### src/rtl/fadd_sched_if.sv
// fadd_sched_if: requester-side bundle for fadd_sched.
//   req_valid/req_ready  per-requester issue handshake (2 lanes)
//   req_op1/req_op2      IEEE-754 single operands, lane i in bits [32i+31:32i]
//   req_sub              per-lane subtract request
//   resp_valid/ready     per-lane result handshake
//   resp_data            per-lane result FIFO head, same packing
// master = requesters, slave = scheduler.
interface fadd_sched_if;
  logic [1:0]  req_valid;
  logic [1:0]  req_ready;
  logic [63:0] req_op1;
  logic [63:0] req_op2;
  logic [1:0]  req_sub;
  logic [1:0]  resp_valid;
  logic [1:0]  resp_ready;
  logic [63:0] resp_data;

  modport master (
    output req_valid, req_op1, req_op2, req_sub, resp_ready,
    input  req_ready, resp_valid, resp_data
  );

  modport slave (
    input  req_valid, req_op1, req_op2, req_sub, resp_ready,
    output req_ready, resp_valid, resp_data
  );
endinterface

### src/rtl/fadd_sched.sv
// fadd_sched: shares one fixed-latency fadd pipeline between two requesters.
// Round-robin arbitration, credit-based issue against per-requester result
// FIFOs, in-flight owner tracking and in-order result return per requester.
// Ports:
//   clk          single clock (fadd runs on it too)
//   reset        asynchronous, active-low
//   rq           requester bundle (fadd_sched_if.slave)
//   fadd_op1/2   operands to the adder, 0 when nothing is granted
//   fadd_result  adder result register output
// Parameters: LAT (adder latency, edges), DEPTH (FIFO entries, power of two >= 2)
// Optional: define FADD_SCHED_SUB_EN to honour req_sub by flipping op2's sign.
module fadd_sched #(
  parameter int unsigned LAT   = 3,
  parameter int unsigned DEPTH = 4
) (
  input  logic        clk,
  input  logic        reset,
  fadd_sched_if.slave rq,
  output logic [31:0] fadd_op1,
  output logic [31:0] fadd_op2,
  input  logic [31:0] fadd_result
);
  localparam int unsigned CW = $clog2(DEPTH + 1);
  localparam int unsigned IW = $clog2(LAT + 1);
  localparam int unsigned PW = $clog2(DEPTH);

  logic [CW-1:0] fifo_cnt     [2];
  logic [IW-1:0] inflight_cnt [2];
  logic [PW-1:0] wr_ptr       [2];
  logic [PW-1:0] rd_ptr       [2];
  logic [31:0]   mem          [2][DEPTH];
  logic          trk_v        [LAT];
  logic          trk_o        [LAT];
  logic          prio;

  logic [1:0]    elig;
  logic [1:0]    issue;
  logic          any_gnt;
  logic          gnt_idx;
  logic [31:0]   sel_op2;
  logic          cap;
  logic          cap_o;
  logic [1:0]    push;
  logic [1:0]    pop;

`ifndef FADD_SCHED_SUB_EN
  logic unused_sub;
  assign unused_sub = ^rq.req_sub;
`endif

  always_comb begin
    // Eligibility is gated by reset so req_ready reads 0 while held in reset.
    for (int unsigned i = 0; i < 2; i++) begin
      elig[i] = reset && rq.req_valid[i] &&
                ((32'(fifo_cnt[i]) + 32'(inflight_cnt[i])) < DEPTH);
    end
    issue   = (elig == 2'b11) ? (prio ? 2'b10 : 2'b01) : elig;
    any_gnt = |issue;
    gnt_idx = issue[1];
    rq.req_ready = issue;

    sel_op2 = rq.req_op2[32*gnt_idx +: 32];
`ifdef FADD_SCHED_SUB_EN
    if (rq.req_sub[gnt_idx]) sel_op2[31] = ~sel_op2[31];
`endif
    fadd_op1 = any_gnt ? rq.req_op1[32*gnt_idx +: 32] : '0;
    fadd_op2 = any_gnt ? sel_op2 : '0;

    cap   = trk_v[LAT-1];
    cap_o = trk_o[LAT-1];
    rq.resp_data = '0;
    for (int unsigned i = 0; i < 2; i++) begin
      push[i]                   = cap && (cap_o == 1'(i));
      pop[i]                    = (fifo_cnt[i] != '0) && rq.resp_ready[i];
      rq.resp_valid[i]          = fifo_cnt[i] != '0;
      rq.resp_data[32*i +: 32]  = mem[i][rd_ptr[i]];
    end
  end

  always_ff @(posedge clk or negedge reset) begin
    if (!reset) begin
      prio <= 1'b0;
      for (int unsigned s = 0; s < LAT; s++) begin
        trk_v[s] <= 1'b0;
        trk_o[s] <= 1'b0;
      end
      for (int unsigned i = 0; i < 2; i++) begin
        fifo_cnt[i]     <= '0;
        inflight_cnt[i] <= '0;
        wr_ptr[i]       <= '0;
        rd_ptr[i]       <= '0;
        for (int unsigned d = 0; d < DEPTH; d++) mem[i][d] <= '0;
      end
    end else begin
      trk_v[0] <= any_gnt;
      trk_o[0] <= gnt_idx;
      for (int unsigned s = 1; s < LAT; s++) begin
        trk_v[s] <= trk_v[s-1];
        trk_o[s] <= trk_o[s-1];
      end
      if (any_gnt) prio <= ~gnt_idx;

      for (int unsigned i = 0; i < 2; i++) begin
        if (push[i]) begin
          mem[i][wr_ptr[i]] <= fadd_result;
          wr_ptr[i]         <= wr_ptr[i] + PW'(1);
        end
        if (pop[i]) rd_ptr[i] <= rd_ptr[i] + PW'(1);

        if (push[i] && !pop[i])      fifo_cnt[i] <= fifo_cnt[i] + CW'(1);
        else if (pop[i] && !push[i]) fifo_cnt[i] <= fifo_cnt[i] - CW'(1);

        if (issue[i] && !push[i])      inflight_cnt[i] <= inflight_cnt[i] + IW'(1);
        else if (push[i] && !issue[i]) inflight_cnt[i] <= inflight_cnt[i] - IW'(1);
      end
    end
  end
endmodule
### src/flat_wrapper.sv
// flat-port wrapper written by rule: the top's interface ports become plain ports
module fadd_sched_flat 
#(
  parameter int unsigned LAT   = 3,
  parameter int unsigned DEPTH = 4
)
  (clk, reset, fadd_op1, fadd_op2, fadd_result, rq_req_valid, rq_req_op1, rq_req_op2, rq_req_sub, rq_resp_ready, rq_req_ready, rq_resp_valid, rq_resp_data);
  fadd_sched_if rq_i ();
  input  logic clk;
  input  logic reset;
  output logic [31:0] fadd_op1;
  output logic [31:0] fadd_op2;
  input  logic [31:0] fadd_result;
  input wire logic [$bits(rq_i.req_valid)-1:0] rq_req_valid;
  input wire logic [$bits(rq_i.req_op1)-1:0] rq_req_op1;
  input wire logic [$bits(rq_i.req_op2)-1:0] rq_req_op2;
  input wire logic [$bits(rq_i.req_sub)-1:0] rq_req_sub;
  input wire logic [$bits(rq_i.resp_ready)-1:0] rq_resp_ready;
  output wire logic [$bits(rq_i.req_ready)-1:0] rq_req_ready;
  output wire logic [$bits(rq_i.resp_valid)-1:0] rq_resp_valid;
  output wire logic [$bits(rq_i.resp_data)-1:0] rq_resp_data;
  assign rq_i.req_valid = rq_req_valid;
  assign rq_i.req_op1 = rq_req_op1;
  assign rq_i.req_op2 = rq_req_op2;
  assign rq_i.req_sub = rq_req_sub;
  assign rq_i.resp_ready = rq_resp_ready;
  assign rq_req_ready = rq_i.req_ready;
  assign rq_resp_valid = rq_i.resp_valid;
  assign rq_resp_data = rq_i.resp_data;
  fadd_sched #(.LAT(LAT), .DEPTH(DEPTH)) u_core (.clk(clk), .reset(reset), .rq(rq_i), .fadd_op1(fadd_op1), .fadd_op2(fadd_op2), .fadd_result(fadd_result));
endmodule
### config.mk
export PLATFORM = sky130hd
export DESIGN_NAME = fadd_sched_flat
export DESIGN_NICKNAME = d
export VERILOG_FILES = /design/src/rtl/fadd_sched_if.sv /design/src/rtl/fadd_sched.sv /design/src/flat_wrapper.sv
export SDC_FILE = /design/constraint.sdc
export NUM_CORES = 1
export LEC_CHECK = 0
export CAP_MARGIN = 30
export CORE_MARGIN = 3
export CORE_UTILIZATION = 46
export DETAILED_ROUTE_END_ITERATION = 8
export HOLD_SLACK_MARGIN = 0.15
export MAX_ROUTING_LAYER = met4
export PLACE_DENSITY = 0.8
export SETUP_SLACK_MARGIN = 0.4
export SYNTH_ARGS = -nofsm -noshare
export SYNTH_HDL_FRONTEND = slang
export SYNTH_SLANG_ARGS = --single-unit
### constraint.sdc
create_clock -name clk -period 2.1 [get_ports clk]
set_input_delay 0.42 -clock clk [delete_from_list [all_inputs] [get_ports clk]]
set_output_delay 0.42 -clock clk [all_outputs]
set_load 0.01 [all_outputs]
-- Word-level counts from Yosys, hierarchy flattened
Cells that the tools add are included.
W data, S select, Z words.
- flip-flop bits (word level): 281
- bits in latches: 0
- memory bits (writable): 0
- bits in read-only memories: 0
- bits of input ports: 168
- output and inout port bits: 132
- memories kept: 0
- add/subtract/negate cells: 14
- multipliers: 0
- divide/modulo/power cells: 0
- order comparisons: 8
- equality and inequality tests: 1
- shift operators: 2
- muxes and demuxes: 24
- bitwise logic cells: 6
- reductions and logical operators: 31
- operator list (cell ; number):
    $bwmux W128 ; 2
    $mux W32 ; 8
    $bmux W32 S2 ; 2
    $demux W32 S2 ; 2
    $shiftx A64 B7 Y32 ; 2
    $lt A32 B3 Y1 const B ; 2
    $logic_and A1 B1 Y1 ; 18
    $add A2 B1 Y2 const B ; 6
    $ge A3 B3 Y1 const B ; 4
    $mux W2 ; 6
    $mux W3 ; 4
    $not A2 Y3 ; 4
    $add A3 B2 Y4 ; 2
    $reduce_bool A2 Y1 ; 4
    $add A3 B1 Y3 const B ; 2
    $logic_not A1 Y1 ; 6
    $lt A3 B1 Y1 const B ; 2
    $reduce_bool A3 Y1 ; 2
    $sub A3 B1 Y3 const B ; 2
    $sub A2 B1 Y2 const B ; 2
    $eq A2 B2 Y1 const B ; 1
    $not A1 Y1 ; 2
    $reduce_or A2 Y1 ; 1

-- Logic depth before layout (Yosys ltp)
Gate-level depths: netlist (run 1).
- word-level depth: 9
- depth in mapped cells: 11
- gate-level depth less buffers: 8

-- Worst setup path after synthesis (run 1)
Ideal clock, no wire load.
- kind: register to register
- from: register u_core.fifo_cnt[4] (netlist name)
- to: register u_core.inflight_cnt[1] (netlist name)
- arrival time: 2.078 ns
- slack: -0.057 ns
- cell stages (with the launch flop): 10
- buffers on the path: 2
- cell sequence: dfrtp_1 > ha_1 > and4bb_4 > nand3_2 > buf_6 > buf_4 > and2_1 > ha_1 > nor2_1 > xor2_1
- word-level cells in the longest chain between the ends: 8
- elaborated cells between the ends (all ways): 10
- those cells by class: add/sub: 1; order compare: 1; eq/ne: 1; mux: 2; reduce/logical: 5
- ends and longest elaborated chain (element ; line ; text):
    start, declared ; fadd_sched.sv:27 ; logic [CW-1:0] fifo_cnt [2];
    start signal, assigned by index ; fadd_sched.sv:110 ; if (push[i] && !pop[i]) fifo_cnt[i] <= fifo_cnt[i] + CW'(1);
    start signal, assigned by index ; fadd_sched.sv:111 ; else if (pop[i] && !push[i]) fifo_cnt[i] <= fifo_cnt[i] - CW'(1);
    $add A3 B2 Y4 (*) ; fadd_sched.sv:55 ; ((32'(fifo_cnt[i]) + 32'(inflight_cnt[i])) < DEPTH);
    $lt A32 B3 Y1 (*) ; fadd_sched.sv:55 ;
    $logic_and A1 B1 Y1 (*) ; fadd_sched.sv:54 ; elig[i] = reset && rq.req_valid[i] &&
    $eq A2 B2 Y1 (*) ; fadd_sched.sv:57 ; issue = (elig == 2'b11) ? (prio ? 2'b10 : 2'b01) : elig;
    $mux W2 (*) ; fadd_sched.sv:57 ;
    net rq_req_ready[1] ; flat_wrapper.sv:19 ; output wire logic [$bits(rq_i.req_ready)-1:0] rq_req_ready;
    $logic_not A1 Y1 ; fadd_sched.sv:114 ; else if (push[i] && !issue[i]) inflight_cnt[i] <= inflight_cnt[i] - IW'(1);
    $logic_and A1 B1 Y1 ; fadd_sched.sv:114 ;
    $reduce_bool A2 Y1 (no source line) ; n/a ;
    end signal, assigned by index ; fadd_sched.sv:113 ; if (issue[i] && !push[i]) inflight_cnt[i] <= inflight_cnt[i] + IW'(1);
    end signal, assigned by index ; fadd_sched.sv:114 ;
    end, declared ; fadd_sched.sv:28 ; logic [IW-1:0] inflight_cnt [2];
Mark *: on every way through the listed nets, which the timed path passes. The rest lies on a longest branch.
A chain may end at the register's enable or synchronous reset.

-- Worst setup path in the final report (run 1)
- from: register u_core.fifo_cnt[4] (netlist name)
- to: output fadd_op2[9]
- word-level cells in the longest chain between the ends: 7
- elaborated cells between the ends (all ways): 8
- those cells by class: add/sub: 1; order compare: 1; eq/ne: 1; shift: 1; mux: 2; reduce/logical: 2
- ends and longest elaborated chain (element ; line ; text):
    $add A3 B2 Y4 (*) ; fadd_sched.sv:55 ;
    $lt A32 B3 Y1 (*) ; fadd_sched.sv:55 ;
    $logic_and A1 B1 Y1 (*) ; fadd_sched.sv:54 ;
    $eq A2 B2 Y1 ; fadd_sched.sv:57 ;
    $mux W2 (*) ; fadd_sched.sv:57 ;
    $shiftx A64 B7 Y32 / $reduce_or A2 Y1 (equally long branches) ; fadd_sched.sv:62, fadd_sched.sv:58 ;
    $mux W32 (*) ; fadd_sched.sv:67 ; fadd_op2 = any_gnt ? sel_op2 : '0;
    end, declared ; flat_wrapper.sv:12 ; output logic [31:0] fadd_op2;
Mark *: on every way between the ends. The rest lies on a longest branch, timed or not.

==> results.md, run 1 <==
* Mapped Cells at 886
* Clock slew seen by the registers of the worst setup and hold paths at 0.06 ns
* Final Max Tran Viols at 0
* Final hold vios at 0
* GP Congestion at 0.8244
* Cts bufs inserted at 29
* Post-Syn Nets at 1070
* Die X at 177.0 um
* Die ar. at 31330 um2
* DRC Markers at 0
* Vias per inst at 5.739
* Final worst slack at -0.6602 ns
* Nets at 1472
* ANT nets after route at 0
* Critical Path Sink Type: output pin
* Root Driver: clkbuf_16
* Period minus WS final at 2.760 ns
* H-tree depth at 1
* Count of input and output buffers at 297
* Register area share after synthesis at 0.5227
* Vias at 9693
* Largest cells by area after synthesis: dfrtp_1, mux2_2, mux4_2, a32o_1, and3_1
* Synth-to-layout area growth at 49.05%
* Design Area, Final at 20050 um2
* CTS tree: yes
* Yosys top cell area share at 0.5227
* Critical path arrival at 2.34 ns
* Yosys cell types at 30
* Fin cells at 1689
* Yosys top cell by area: dfrtp_1
* Placed cell count at 1552
* Total GRT Usage at 0.2493
* Iteration-0 DRC Markers at 634
* Layout filler cell count at 1828
* Clock sinks at 281
* Clk Latency, worst-skew pair at 0.53 ns
* Number of synthesized flops with an enable pin at 0
* Mapped Area at 13450 um2
* Global route total overflow at 0
* Starting Density at 0.4751
* Crit path launch: u_core.fifo_cnt[4]
* Clock skew at 0.01246 ns
* RSZ-0062 raised after global routing: true
* CTS max path bufs at 3
* I/O pin count at 300
* Element type at the critical path start: register
* Vias in the first global route at 10250
* DP Worst Slack at -0.6365 ns
* Crit-path max FO at 5
* Worst setup path category: register to output pin
* Layout cells sized above 1 at 0.5707
* Cell area after placement at 17440 um2
* Failing checks: setup timing
* Total wire length at 39460 um
* Synthesis warning total at 0
* Worst EP required at 1.68 ns
* DIE HEIGHT at 177.0 um
* Slew margin rel. at 0.4077
* Outcome: complete, but fails checks
* Core Region at 28320 um2
* Power Density at 1479 nW/um2
* Largest net degree at the start of global routing at 177
* Achievable Freq at 0.3623 GHz
* Total power draw at 29.65 mW
* P_sw at 9.143 mW
* Hold WC Path Type: input port to asynchronous set/reset pin
* Post-Syn Area per Cell at 15.18 um2
* Worst R2R Start: u_core.fifo_cnt[4]
* Switching Fraction at 0.3083
* Post-synth top flop: dfrtp_1
* # Max-Cap Violations at 0
* Sequential share of power at 0.309
* Max VDD drop at 1.232 mV
* WL/cell at 23.36 um
* Final Setup Violations at 140
* Worst-Margin Slew at 0.8885 ns
* First-pass GRT wire length at 59530 um
* Clk pwr share at 0.179
* Initial antenna violation count at 2
* Logic pwr share at 0.512
* Detailed placement HPWL at 24040 um
* P_int at 20.51 mW
* Rows at 61
* Seq cells post-synth at 281
* FFs w/ async S/R, synth at 1.000
* Final Cycle Share at 1.314
* LEAKAGE at 9.059 nW
* Post-layout util at 0.7081
* DR pass1 iterations at 5
[path summary, 6_finish.rpt]
check,endpoint,slack (ns),cells past startpoint
min in group clk,u_core.cap_o,0.35,0
setup / recovery,fadd_op2[9],-0.66,9
setup reg to reg,u_core.inflight_cnt[1],-0.24,12
hold / removal,u_core.prio,0.11,2
hold reg to reg,u_core.cap_o,0.35,0
max in group asynchronous,u_core.mem[27],0.70,4
[what timing repair did]
item	CTS	global route
pin swaps	28	33
endpoints found under the setup margin	167	333
cloned	13	7
setup buffers	44	18
hold buffers	1	0
hold endpoints to repair	32	0
gates resized for setup	691	74
[through the flow]
stage | hold slack (ns) | TNS, ns
after CTS | 0.1557 | -59.58
after detailed placement | 0.3312 | -41.31
after global placement | 0.3325 | -40.95
after floorplan | 0.1244 | 0
final | 0.1118 | -60.75
after global routing | 0.1846 | -69.44
[registers in the layout, indices dropped and copies added, names as in the netlist]
register	count
u_core.mem	256
u_core.fifo_cnt	6
u_core.prio	1
u_core.rd_ptr	4
u_core.trk_o	2
u_core.cap	1
u_core.cap_o	1
u_core.trk_v	2
u_core.inflight_cnt	4
u_core.wr_ptr	4
[layout by cell type, fill, tap and decap left out, types with 8 or more instances in the layout]
cell | synthesis | routed
buf_12 | 0 | 29
dfrtp_1 | 281 | 277
and3_1 | 65 | 61
buf_16 | 0 | 13
buf_2 | 41 | 8
clkbuf_16 | 0 | 35
a32o_2 | 0 | 62
mux2_1 | 12 | 12
mux4_2 | 64 | 64
buf_6 | 8 | 171
clkdlybuf4s50_1 | 0 | 164
buf_4 | 8 | 46
mux2_2 | 246 | 245
buf_8 | 0 | 8
ha_1 | 14 | 8
[layout make-up]
cell class                 count  area, um2  area share
antenna                        2      5.005   0.0002496
inverter                       9      33.78    0.001685
clock inverter                12      173.9    0.008673
tap                          378      473.0     0.02359
sequential                   281       7037      0.3509
multi-input combinational    519       6266      0.3125
timing repair buffer         448       5236      0.2611
clock buffer                  40      827.0     0.04125
[kinds of logic (layout without fill, tap and decap cells)]
group	Yosys count	in the layout	synth area share
other	0	2	0
flip-flops	281	281	0.5227
multiplexers	322	322	0.3231
XOR/XNOR	18	18	0.01172
AO/OA/AOI/OAI	68	68	0.04929
adder cells (fa/ha/maj)	16	16	0.01600
AND/OR/NAND/NOR	95	95	0.04260
buffers and inverters	86	509	0.03460
[layer usage]
metal  up-vias  track usage  part of all wire
li1       4216            -                 -
met1      5083       0.3496              0.43
met2       334       0.3949              0.49
met5         -            -                 0
met4         0      0.04059             0.017
met3        60      0.04183             0.059
[power by group through the flow]
stage	Sequential (mW)	Clock (mW)	Combinational, mW
finish	9.15	5.32	15.2
global route	9.41	5.66	16.1
CTS	9.08	5.41	14.1
detailed placement	9.19	0	12.4
global placement	9.03	0	12.2
floorplan	8.68	0	7.32
[worst max-delay path: stages (launching register included)]
cell      delay (ns)
dfrtp_1         0.41
ha_4            0.16
and4bb_4        0.34
buf_6           0.13
buf_8           0.13
buf_12          0.11
buf_16          0.11
and3_4          0.18
a32o_2          0.14
buf_6           0.10
[cells in the mapped netlist (3+ instances only)]
library cell  number
a32o_1            64
and3_1            65
buf_2             41
buf_4              8
buf_6              8
clkbuf_1          18
dfrtp_1          281
ha_1              14
inv_1              8
mux2_1            12
mux2_2           246
mux4_2            64
nand2_1           13
nand3_1            4
nor2_1             4
o21ai_0            3
xnor2_1           10
xor2_1             8
Note: power is estimated with default switching activity, not from simulation.
==> run 2: changes to the inputs <==
--- a/config.mk
+++ b/config.mk
@@ -9,6 +9,7 @@
 export CORE_MARGIN = 3
 export CORE_UTILIZATION = 46
 export DETAILED_ROUTE_END_ITERATION = 8
+export GPL_TIMING_DRIVEN = 0
 export HOLD_SLACK_MARGIN = 0.15
 export MAX_ROUTING_LAYER = met4
 export PLACE_DENSITY = 0.8
==> results.md, run 2 (synthesized netlist as in run 1, its figures left out) <==
* WL/cell at 23.06 um
* Final hold vios at 34
* Cts bufs inserted at 27
* Clk Latency, worst-skew pair at 0.53 ns
* Met2 routed WL at 19800 um
* Final worst slack at -0.6468 ns
* Nets at 1490
* Hold WC Path Type: input port to asynchronous set/reset pin
* Failing checks: hold timing, setup timing
* Crit path max-delay family: simple AND/OR/NAND/NOR gates
* Worst hold slack at -0.1667 ns
* Slowest-stage cell, CP: dfrtp_1
* RSZ-0062 raised after global routing: true
* H-tree depth at 1
* Detailed placement HPWL at 25290 um
* Worst-Margin Slew at 0.6451 ns
* CTS max path bufs at 3
* Vias in the first global route at 10250
* Total GRT Usage at 0.2477
* Worst r2r path cells at 12
* Worst R2R Start: u_core.inflight_cnt[1]
* Number of buffers and inverters on the critical path at 3
* DIE HEIGHT at 177.0 um
* Number of flip-flops in the largest register at 256
* Reg with most FFs: u_core.mem
* Final Setup Violations at 136
* Vias at 9633
* Period minus WS final at 2.747 ns
* Critical Path Sink Type: output pin
* Final Max Tran Viols at 0
* Rows at 61
* CTS tree: yes
* Outcome: complete, but fails checks
* Crit-path max FO at 10
* Slew margin rel. at 0.5699
* Placed cell count at 1563
* Achievable Freq at 0.3641 GHz
* Cts hold-fix bufs at 2
* Most used cells in the layout excluding fill and tap cells: dfrtp_1, mux2_2, buf_6, clkdlybuf4s50_1, mux4_2
* Starting Density at 0.4751
* Total wire length at 39310 um
* Root Driver: clkbuf_16
* Largest net degree at the start of global routing at 128
* I/O pin count at 300
* ANT nets after route at 0
* R2R Setup Slk at -0.21 ns
* Worst setup path category: register to output pin
* Layout cells sized above 1 at 0.5650
* Total power draw at 29.21 mW
* Worst EP required at 1.68 ns
* Capturing point of the worst reg2reg path: u_core.inflight_cnt[1]
* DR pass1 iterations at 5
* Global route total overflow at 0
* Vias per inst at 5.650
* Met1 WL at 16500 um
* Clock skew at 0.01013 ns
* GP Congestion at 0.8505
* Critical path arrival at 2.33 ns
* Top flop regs: u_core.mem: 256 flops, u_core.fifo_cnt: 6 flops
* Core Region at 28320 um2
* CP max stage delay at 0.41 ns
* Power Density at 1474 nW/um2
* Clock slew seen by the registers of the worst setup and hold paths at 0.06 ns
* Met3 wire len at 2073 um
* Die ar. at 31330 um2
* First-pass GRT wire length at 58500 um
* Max VDD drop at 0.8796 mV
* DP Worst Slack at -1.202 ns
* DRC Markers at 0
* Element type at the critical path start: register
* Synth-to-layout area growth at 47.37%
* Iteration-0 DRC Markers at 523
* Uppermost routed layer: met4
* LEAKAGE at 9.006 nW
* Count of input and output buffers at 297
* Die X at 177.0 um
* Initial antenna violation count at 3
* Fin cells at 1705
* Final Cycle Share at 1.308
* # Max-Cap Violations at 0
* Commonest non-fill, non-tap cell in the layout: dfrtp_1
* Clock sinks at 281
* Cell chain of the critical path: ha_4 -> and4bb_2 -> and2_4 -> buf_8 -> buf_4 -> a32o_2 -> buf_6
* Final setup TNS at -63.45 ns
run 2: stage by stage:
stage,utilization,instance area [um2]
4_1_cts,0.6750,19110
3_3_place_gp,0.6057,17150
6_report,0.7001,19830
3_5_place_dp,0.6078,17210
5_1_grt,0.7001,19830
2_1_floorplan,-,13700
run 2: where the power goes:
part / internal (mW) / switching, mW / total (mW)
Sequential: 7.82 / 1.29 / 9.10
Combinational: 9.40 / 5.81 / 15.2
Clock: 2.91 / 1.99 / 4.90
Total: 20.1 / 9.09 / 29.2
run 2: worst max path at each step:
stage	cells past startpoint	endpoint	from
after floorplan	11	u_core.inflight_cnt[1]	u_core.fifo_cnt[1]
after global placement	6	fadd_op2[10]	reset
after detailed placement	8	fadd_op1[2]	reset
after CTS	7	fadd_op2[15]	u_core.inflight_cnt[1]
after global routing	8	fadd_op1[5]	u_core.inflight_cnt[1]
final	7	fadd_op1[1]	u_core.inflight_cnt[1]
run 2: cell type report:
type | count | area (um2)
sequential | 281 | 7033
multi-input combinational | 519 | 6210
clock inverter | 6 | 80.08
timing repair buffer | 391 | 4334
buffer | 77 | 835.8
fill | 1896 | 8491
antenna | 3 | 7.507
tap | 378 | 473.0
inverter | 9 | 33.78
clock buffer | 41 | 818.3
run 2: worst register-to-register path, stage by stage, from the launching register on:
cell and delay, ns:
dfrtp_1 0.41, ha_4 0.16, and4bb_2 0.34, and2_4 0.17, buf_8 0.12, buf_8 0.13
buf_6 0.12, and2_4 0.15, buf_6 0.10, ha_4 0.12, xor2_1 0.16, nor2_1 0.07
xor2_1 0.14
run 2: what timing repair did:
item,in CTS,in global routing
buffers inserted,46,28
endpoints found under the setup margin,303,277
hold endpoints to repair,93,95
pin swaps,17,9
gates cloned,10,6
resized for setup,732,118
run 2: metal layers:
metal	global-route usage	up-vias
met2	0.3963	289
met3	0.04505	66
li1	-	4241
met1	0.3311	5037
met5	-	-
met4	0.06318	0
==> run 3: changes to the inputs <==
--- a/config.mk
+++ b/config.mk
@@ -7,12 +7,13 @@
 export LEC_CHECK = 0
 export CAP_MARGIN = 30
 export CORE_MARGIN = 3
-export CORE_UTILIZATION = 46
+export CORE_UTILIZATION = 55
 export DETAILED_ROUTE_END_ITERATION = 8
+export DONT_BUFFER_PORTS = 1
 export GPL_TIMING_DRIVEN = 0
 export HOLD_SLACK_MARGIN = 0.15
 export MAX_ROUTING_LAYER = met4
-export PLACE_DENSITY = 0.8
+export PLACE_DENSITY = 0.76
 export SETUP_SLACK_MARGIN = 0.4
 export SYNTH_ARGS = -nofsm -noshare
 export SYNTH_HDL_FRONTEND = slang
==> results.md, run 3 (synthesized netlist as in run 1, its figures left out) <==
* Cts hold-fix bufs at 34
* Die X at 162.4 um
* Placed cell count at 1205
* Nets at 1181
* Root Driver: clkbuf_16
* Iteration-0 DRC Markers at 635
* Power Density at 1512 nW/um2
* DIE HEIGHT at 162.4 um
* Vias per inst at 6.299
* Final setup TNS at -40.71 ns
* Outcome: complete, but fails checks
* Number of flip-flops in the largest register at 256
* Failing checks: hold timing, setup timing
* DRC Markers at 0
* Die ar. at 26370 um2
* Hold WC Path Type: input port to asynchronous set/reset pin
* Cell area after placement at 14100 um2
* Detailed placement HPWL at 22010 um
* CTS tree: yes
* Final worst slack at -0.4906 ns
* Period minus WS final at 2.591 ns
* Vias at 8460
* Synth-to-layout area growth at 21.62%
* Final Setup Violations at 133
* Layout cells sized above 1 at 0.5589
* RSZ-0062 raised after global routing: true
* DR pass1 iterations at 5
* Final Cycle Share at 1.234
* Worst-Margin Slew at 0.6910 ns
* Total power draw at 24.74 mW
* Crit-path max FO at 6
* I/O pin count at 300
* Fin cells at 1343
* LEAKAGE at 7.355 nW
* R2R Setup Slk at -0.11 ns
* Worst EP required at 1.68 ns
* Final Max Tran Viols at 0
* Max VDD drop at 0.7777 mV
* WL/cell at 25.30 um
* Achievable Freq at 0.3860 GHz
* First-pass GRT wire length at 51120 um
* Clock slew seen by the registers of the worst setup and hold paths at 0.06 ns
* Starting Density at 0.5664
* H-tree depth at 1
* Element type at the critical path start: register
* Multi-input gate area at 6198 um2
* Global route total overflow at 0
* Most used cells in the layout excluding fill and tap cells: dfrtp_1, mux2_2, a32o_2, mux4_2, and3_1
* Register area at 7034 um2
* Worst hold slack at -0.4278 ns
* ANT nets after route at 0
* Design Area, Final at 16360 um2
* Clock sinks at 281
* Slew margin rel. at 0.5394
* Largest net degree at the start of global routing at 284
* # Max-Cap Violations at 0
* Core Region at 23750 um2
* Top flop regs: u_core.mem: 256 flops, u_core.fifo_cnt: 6 flops
* GP Congestion at 0.9118
* Critical path arrival at 2.17 ns
* Layout filler cell count at 1532
* Commonest non-fill, non-tap cell in the layout: dfrtp_1
* Critical Path Sink Type: output pin
* Vias in the first global route at 8603
* Initial antenna violation count at 6
* Count of input and output buffers at 0
* Total wire length at 33980 um
* Reg with most FFs: u_core.mem
* Rows at 56
* Worst setup path category: register to output pin
* Clk Latency, worst-skew pair at 0.54 ns
* CTS max path bufs at 3
* Clock skew at 0.01743 ns
* Final hold vios at 281
* Total GRT Usage at 0.2583
* Cts bufs inserted at 30
## run 3: layer usage
metal / routed length [um] / track usage / up-vias
met1: 14190 / 0.3471 / 4466
met4: 790 / 0.05584 / 0
met5: 0 / - / -
met2: 16530 / 0.4032 / 307
li1: - / - / 3630
met3: 2474 / 0.06816 / 57
## run 3: where the power goes
| group | switching, mW | internal, mW | total (mW) |
|---|---|---|---|
| logic | 4.66 | 6.05 | 10.7 |
| clock network | 2.03 | 2.94 | 4.97 |
| registers | 1.24 | 7.82 | 9.06 |
| total | 7.92 | 16.8 | 24.7 |
## run 3: what timing repair did
action	in CTS	in global routing
pin swaps	15	15
gates cloned	10	1
endpoints found under the hold margin	541	281
setup buffers	25	9
endpoints found under the setup margin	275	328
resized for setup	90	64
## run 3: area by class of cell
type / count / share of cell area
Sequential cell: 281 / 0.4299
Timing Repair Buffer: 79 / 0.05774
Antenna cell: 6 / 0.0009176
Tap cell: 319 / 0.02439
Inverter: 9 / 0.002065
Multi-Input combinational cell: 519 / 0.3788
Clock inverter: 5 / 0.001759
Buffer: 77 / 0.04879
Clock buffer: 48 / 0.05559
## run 3: through the flow
stage                     setup slack, ns    util
after global routing              -0.5600  0.6887
after global placement            -0.1417  0.5938
final                             -0.4906  0.6888
after floorplan                   0.07100       -
after detailed placement          -0.1743  0.5938
after CTS                         -0.5359  0.6790
## run 3: worst paths after layout
kind,start,end,depth (start not counted)
max reg2reg,u_core.fifo_cnt[1],u_core.inflight_cnt[1],11
min,reset,u_core.mem[71],0
min in group clk,u_core.trk_v[1],u_core.cap,0
max,u_core.fifo_cnt[1],fadd_op1[14],7
max in group asynchronous,reset,u_core.mem[62],0
min reg2reg,u_core.trk_v[1],u_core.cap,0
## run 3: worst max-delay path, stage by stage (launching register included)
cell and delay, ns:
dfrtp_2 0.43, ha_4 0.29, nand3_4 0.06, and2_4 0.17
buf_8 0.13, buf_8 0.13, buf_6 0.12, a32o_2 0.30
